`config.mk`:
```
export PLATFORM = sky130hd
export DESIGN_NAME = counter_limit_monitor
export DESIGN_NICKNAME = d
export VERILOG_FILES = /design/src/rtl/counter_limit_monitor.sv
export SDC_FILE = /design/constraint.sdc
export NUM_CORES = 1
export LEC_CHECK = 0
export CORE_UTILIZATION = 44
export CTS_CLUSTER_SIZE = 8
export DETAILED_ROUTE_END_ITERATION = 8
export GPL_ROUTABILITY_DRIVEN = 0
export PLACE_DENSITY = 0.75
export SKIP_CTS_REPAIR_TIMING = 1
export SYNTH_ARGS = -nofsm -noshare
export SYNTH_HDL_FRONTEND = slang
export SYNTH_SLANG_ARGS = --single-unit
```
`constraint.sdc`:
```
create_clock -name clk -period 2 [get_ports clk]
set_input_delay 0.4 -clock clk [delete_from_list [all_inputs] [get_ports clk]]
set_output_delay 0.4 -clock clk [all_outputs]
set_load 0.005 [all_outputs]
```
`src/rtl/counter_limit_monitor.sv`:
```
// counter_limit_monitor
//
// Watches the live value of the 8-bit enable-driven up-counter and reports
// limit violations to the status registers and the interrupt aggregator.
//
// Optional feature macro: COUNTER_MON_STEP_CHK_EN
//   When defined, every monitored cycle checks that the counter moved exactly
//   as its enable dictated. A mismatch sets the sticky step_err flag.
//   When undefined, the step checker is absent and step_err is tied to 0.
//
// Ports:
//   clk         system clock, rising edge
//   reset_n     asynchronous active-low reset
//   enable      the same enable that drives the counter
//   counter     live counter value
//   clr_alarm   single-cycle pulse, clears alarm (and step_err when built in)
//   over_limit  registered (counter > LIMIT), one cycle of latency
//   alarm       sticky violation flag
//   viol_count  saturating count of entries into violation
//   peak        largest counter value seen while monitoring
//   wrap_seen   one-cycle pulse when the count went down
//   mon_state   FSM state: 0 IDLE, 1 ARMED, 2 ALARM
//   step_err    sticky step-check error

module counter_limit_monitor #(
    parameter int WIDTH      = 8,
    parameter int LIMIT      = 100,
    parameter int VIOL_CNT_W = 8
) (
    input  logic                  clk,
    input  logic                  reset_n,
    input  logic                  enable,
    input  logic [WIDTH-1:0]      counter,
    input  logic                  clr_alarm,
    output logic                  over_limit,
    output logic                  alarm,
    output logic [VIOL_CNT_W-1:0] viol_count,
    output logic [WIDTH-1:0]      peak,
    output logic                  wrap_seen,
    output logic [1:0]            mon_state,
    output logic                  step_err
);

    typedef enum logic [1:0] {
        IDLE  = 2'd0,
        ARMED = 2'd1,
        ALARM = 2'd2
    } state_t;

    localparam logic [WIDTH-1:0]      LIMIT_V  = WIDTH'(LIMIT);
    localparam logic [VIOL_CNT_W-1:0] VIOL_MAX = '1;

    state_t          state;
    state_t          next_state;
    logic [WIDTH-1:0] cnt_q;
    logic            valid_q;
    logic            live_viol;
    logic            viol_entry;
    logic            monitoring;

    // A violation "entry" is the first cycle above the limit; over_limit still
    // holds last cycle's comparison, so it tells us whether we were already
    // above it.
    assign live_viol  = (counter > LIMIT_V);
    assign viol_entry = live_viol && !over_limit;
    assign monitoring = (state != IDLE);

    // The alarm flag is simply the ALARM state, so it can never disagree with
    // mon_state and it clears with the same edge that leaves ALARM.
    assign alarm     = (state == ALARM);
    assign mon_state = state;

    // State register.
    always_ff @(posedge clk or negedge reset_n) begin
        if (!reset_n) begin
            state <= IDLE;
        end else begin
            state <= next_state;
        end
    end

    // Next-state logic. Once armed, the monitor never returns to IDLE; only
    // reset does that. A clear is ignored while the count is still above the
    // limit so a live violation can never be hidden.
    always_comb begin
        next_state = state;
        case (state)
            IDLE: begin
                if (enable) begin
                    next_state = ARMED;
                end
            end
            ARMED: begin
                if (live_viol) begin
                    next_state = ALARM;
                end
            end
            ALARM: begin
                if (clr_alarm && !live_viol) begin
                    next_state = ARMED;
                end
            end
            default: begin
                next_state = IDLE;
            end
        endcase
    end

    // Sampling and monitoring datapath. over_limit runs in every state; the
    // violation counter, peak tracker and wrap detector only run once armed.
    // valid_q marks that cnt_q holds a value captured while monitoring, so the
    // wrap detector never compares against a stale pre-arm sample.
    always_ff @(posedge clk or negedge reset_n) begin
        if (!reset_n) begin
            cnt_q      <= '0;
            valid_q    <= 1'b0;
            over_limit <= 1'b0;
            viol_count <= '0;
            peak       <= '0;
            wrap_seen  <= 1'b0;
        end else begin
            cnt_q      <= counter;
            over_limit <= live_viol;
            wrap_seen  <= valid_q && (counter < cnt_q);
            if (monitoring) begin
                valid_q <= 1'b1;
                if (viol_entry && (viol_count != VIOL_MAX)) begin
                    viol_count <= viol_count + VIOL_CNT_W'(1);
                end
                if (counter > peak) begin
                    peak <= counter;
                end
            end
        end
    end

`ifdef COUNTER_MON_STEP_CHK_EN
    logic             en_q;
    logic             step_err_q;
    logic [WIDTH-1:0] expected_cnt;
    logic             step_mismatch;

    // The counter should advance by exactly one (wrapping) when it was enabled
    // last cycle and hold otherwise.
    assign expected_cnt  = en_q ? (cnt_q + WIDTH'(1)) : cnt_q;
    assign step_mismatch = monitoring && valid_q && (counter != expected_cnt);
    assign step_err      = step_err_q;

    // Sticky step error; a mismatch in the same cycle as a clear wins.
    always_ff @(posedge clk or negedge reset_n) begin
        if (!reset_n) begin
            en_q       <= 1'b0;
            step_err_q <= 1'b0;
        end else begin
            en_q <= enable;
            if (step_mismatch) begin
                step_err_q <= 1'b1;
            end else if (clr_alarm) begin
                step_err_q <= 1'b0;
            end
        end
    end
`else
    assign step_err = 1'b0;
`endif

endmodule
```
==> flow_metrics.tcl <==
set metrics [dict create \
    grt_use_met3_pct 5.895 \
    final_antenna_net_count 0 \
    fp-row-count 20 \
    maxCapViolations 0 \
    design_area_um2 2041 \
    worstSetupEndpointType "register" \
    critical_path_peak_fanout 5 \
    slack_of_the_critical_path_ns 0.05681 \
    gr-usage-met2_pct 32.58 \
    num_antenna_cells 0 \
    max-vdd-ir-drop_v 0.0006406 \
    setup_violations 0 \
    synth.yosys.seq_area_share_pct 49.74 \
    portBuffers 32 \
    track_usage_pct 20.13 \
    grt-busiest-layer "met2" \
    dp.final_hpwl_um 2285 \
    cp_data_required_time_ns 2.22 \
    global_route_congestion_overflow_total 0 \
    slowest_delay_ns 0.46 \
    worstSkewPairLatency_ns 0.33 \
    clock-root-buffer "clkbuf_4" \
    ys_warn_count 0 \
    yosys.area.top_type "dfrtp_1" \
    drive_gt1_share_pct 20.22 \
    setup-tns-final_ns 0 \
    tritoncts "yes" \
    drc_errors 0 \
    fin_total_pwr_mw 2.458 \
    first_pass_grt_wire_length_um 5064 \
    buffer_levels_on_the_longest_clock_path 2 \
    synth.area.top_cells "dfrtp_1 (50%), ha_1 (14%), mux2_2 (6.2%)" \
    grt_max_degree 30 \
    grt_pass1_vias 1187 \
    fin_crit_sh_pct 97.16 \
    first_pass_iters 4 \
    fmaxAchievable_ghz 0.5146 \
    area_delta_synth_final_pct 39.88 \
    routedWlPerCell_um 13.50 \
    num_io_pins 34 \
    p_per_cell_area_nw_per_um2 1205 \
    detailed_route_via_count 1136 \
    initial_antenna_violation_count 0 \
    detailed_place.area_um2 1928 \
    holdCritPathClass "input pin to register" \
    outcome "finished, final reports clean" \
    synth_area_um2 1459 \
    nNetsFinal 211 \
    timing.final.hold_violations 0 \
    core_outline_area_um2 3103 \
    dp_worst_setup_slack_ns -0.4557 \
    syn-num-nets 160 \
    layout_common_cells "dfrtp_1 (29), clkdlybuf4s50_1 (26), inv_1 (16), ha_1 (15), buf_4 (12)" \
    numClockSinks 29 \
    clock_skew_ns 0.001740 \
    dieHeight_um 59.58 \
    critical_path.slowest_cell "clkdlybuf4s50_1" \
    p_leak_nw 0.9846 \
    drtIter0Drc 21 \
    die_area_um2 3550 \
    grtUsageMet1_pct 24.58 \
    synth.top_cell.area_share_pct 49.74 \
    cts_buffers 5 \
    worst-setup-path-type "input pin to register" \
    yosys_register_bits 29 \
    clk_pin_slew_ns 0.09 \
    synthesis.instances 132 \
    start_kind "input pin" \
    via_per_inst 5.004 \
    report.final.slew_viol_count 0 \
    min_period_ns 1.943 \
    drt-total-wl_um 3065 \
    cts_max_level 2 \
    die-width_um 59.58 \
    final_common_cell "dfrtp_1" \
    floorplan.initialDensity_pct 47.02 \
    cp_cell_sequence "clkdlybuf4s50_1 -> inv_1 -> ha_1 -> nor2b_1 -> o211ai_1 -> a21oi_2 -> o31ai_4 -> buf_6 -> mux2_2" \
    cp_data_arrival_time_ns 2.16 \
    ys_types 31 \
    mapped_avg_cell_area_um2 11.05 \
]
## report_power, final
| part | total [mW] | internal, mW | switching (mW) |
|---|---|---|---|
| Clock | 0.361 | 0.166 | 0.195 |
| Combinational | 1.16 | 0.714 | 0.449 |
| Sequential | 0.934 | 0.760 | 0.174 |
## cell families after synthesis
family | Yosys count | share of synthesized area, %
fa+ha+maj | 16 | 13.72
xor+xnor | 7 | 4.202
flops | 29 | 49.74
buf+inv | 18 | 4.974
simple gates | 36 | 13.04
other cells | 1 | 0.2570
mux | 8 | 6.175
compound gates | 17 | 7.890
## per-stage QoR
step                      hold slack (ns)  utilization [%]  std cells
after detailed placement           0.4761            62.14        219
after global routing               0.3037            65.77        227
final                              0.3115            65.77        227
after CTS                          0.4489            63.91        226
after global placement             0.4718            62.14        219
after floorplan                    0.1044                -        132
## worst paths after layout
check,from,endpoint,slack (ns),depth (start not counted)
max,counter[0],peak[1]$_DFFE_PN0P_,0.06,9
min,counter[3],cnt_q[3]$_DFF_PN0_,0.31,1
max reg2reg,peak[1]$_DFFE_PN0P_,peak[1]$_DFFE_PN0P_,0.07,8
min reg2reg,valid_q$_DFFE_PN0N_,valid_q$_DFFE_PN0N_,0.50,1
max in group asynchronous,reset_n,peak[0]$_DFFE_PN0P_,1.29,2
min in group asynchronous,reset_n,viol_count[4]$_DFFE_PN0P_,0.44,2
## synth_stat cells
cell type	number
a211oi_1	1
a21o_1	3
a21oi_1	5
a31oi_1	1
a32o_1	1
buf_2	1
buf_4	1
conb_1	1
dfrtp_1	29
ha_1	16
inv_1	16
mux2_2	8
nand2_1	9
nand2b_1	1
nand3_1	4
nand3b_1	1
nand4_1	4
nor2_1	8
nor2b_1	2
nor3_1	1
nor3_2	3
nor4_1	1
o211ai_1	1
o21ai_0	2
o21ai_1	1
o2bb2ai_1	1
o31ai_2	1
or3_1	1
or4_1	1
xnor2_1	3
xor2_1	4
## sequential cells by signal, summed over array words and instances, names as in the netlist
register    flops
wrap_seen       1
viol_count      8
cnt_q           8
mon_state       2
valid_q         1
peak            8
over_limit      1
## worst max-delay path: cells and delay by family
family                   cells  cell delay [ns]
AO/OA/AOI/OAI                3             0.51
adder cells (fa/ha/maj)      1             0.16
buffers and inverters        3             0.71
multiplexers                 1             0.33
AND/OR/NAND/NOR              1             0.06
## area by class of cell
type,count,area [um^2]
fillers,260,1062
repair buffers,46,447.9
flip-flops and latches,29,725.7
clock buffers,7,55.05
well taps,44,55.05
multi-input cells,85,696.9
inverters,16,60.06
## metal layers
metal  wire length, um  up-vias  part of all wire [%]
met5                 0        -                     0
met4                26        0                  0.85
met3               125        2                   4.1
met2              1527       28                    50
met1              1385      550                    45
li1                  -      556                     -
Note: power is estimated with default switching activity, not from simulation.
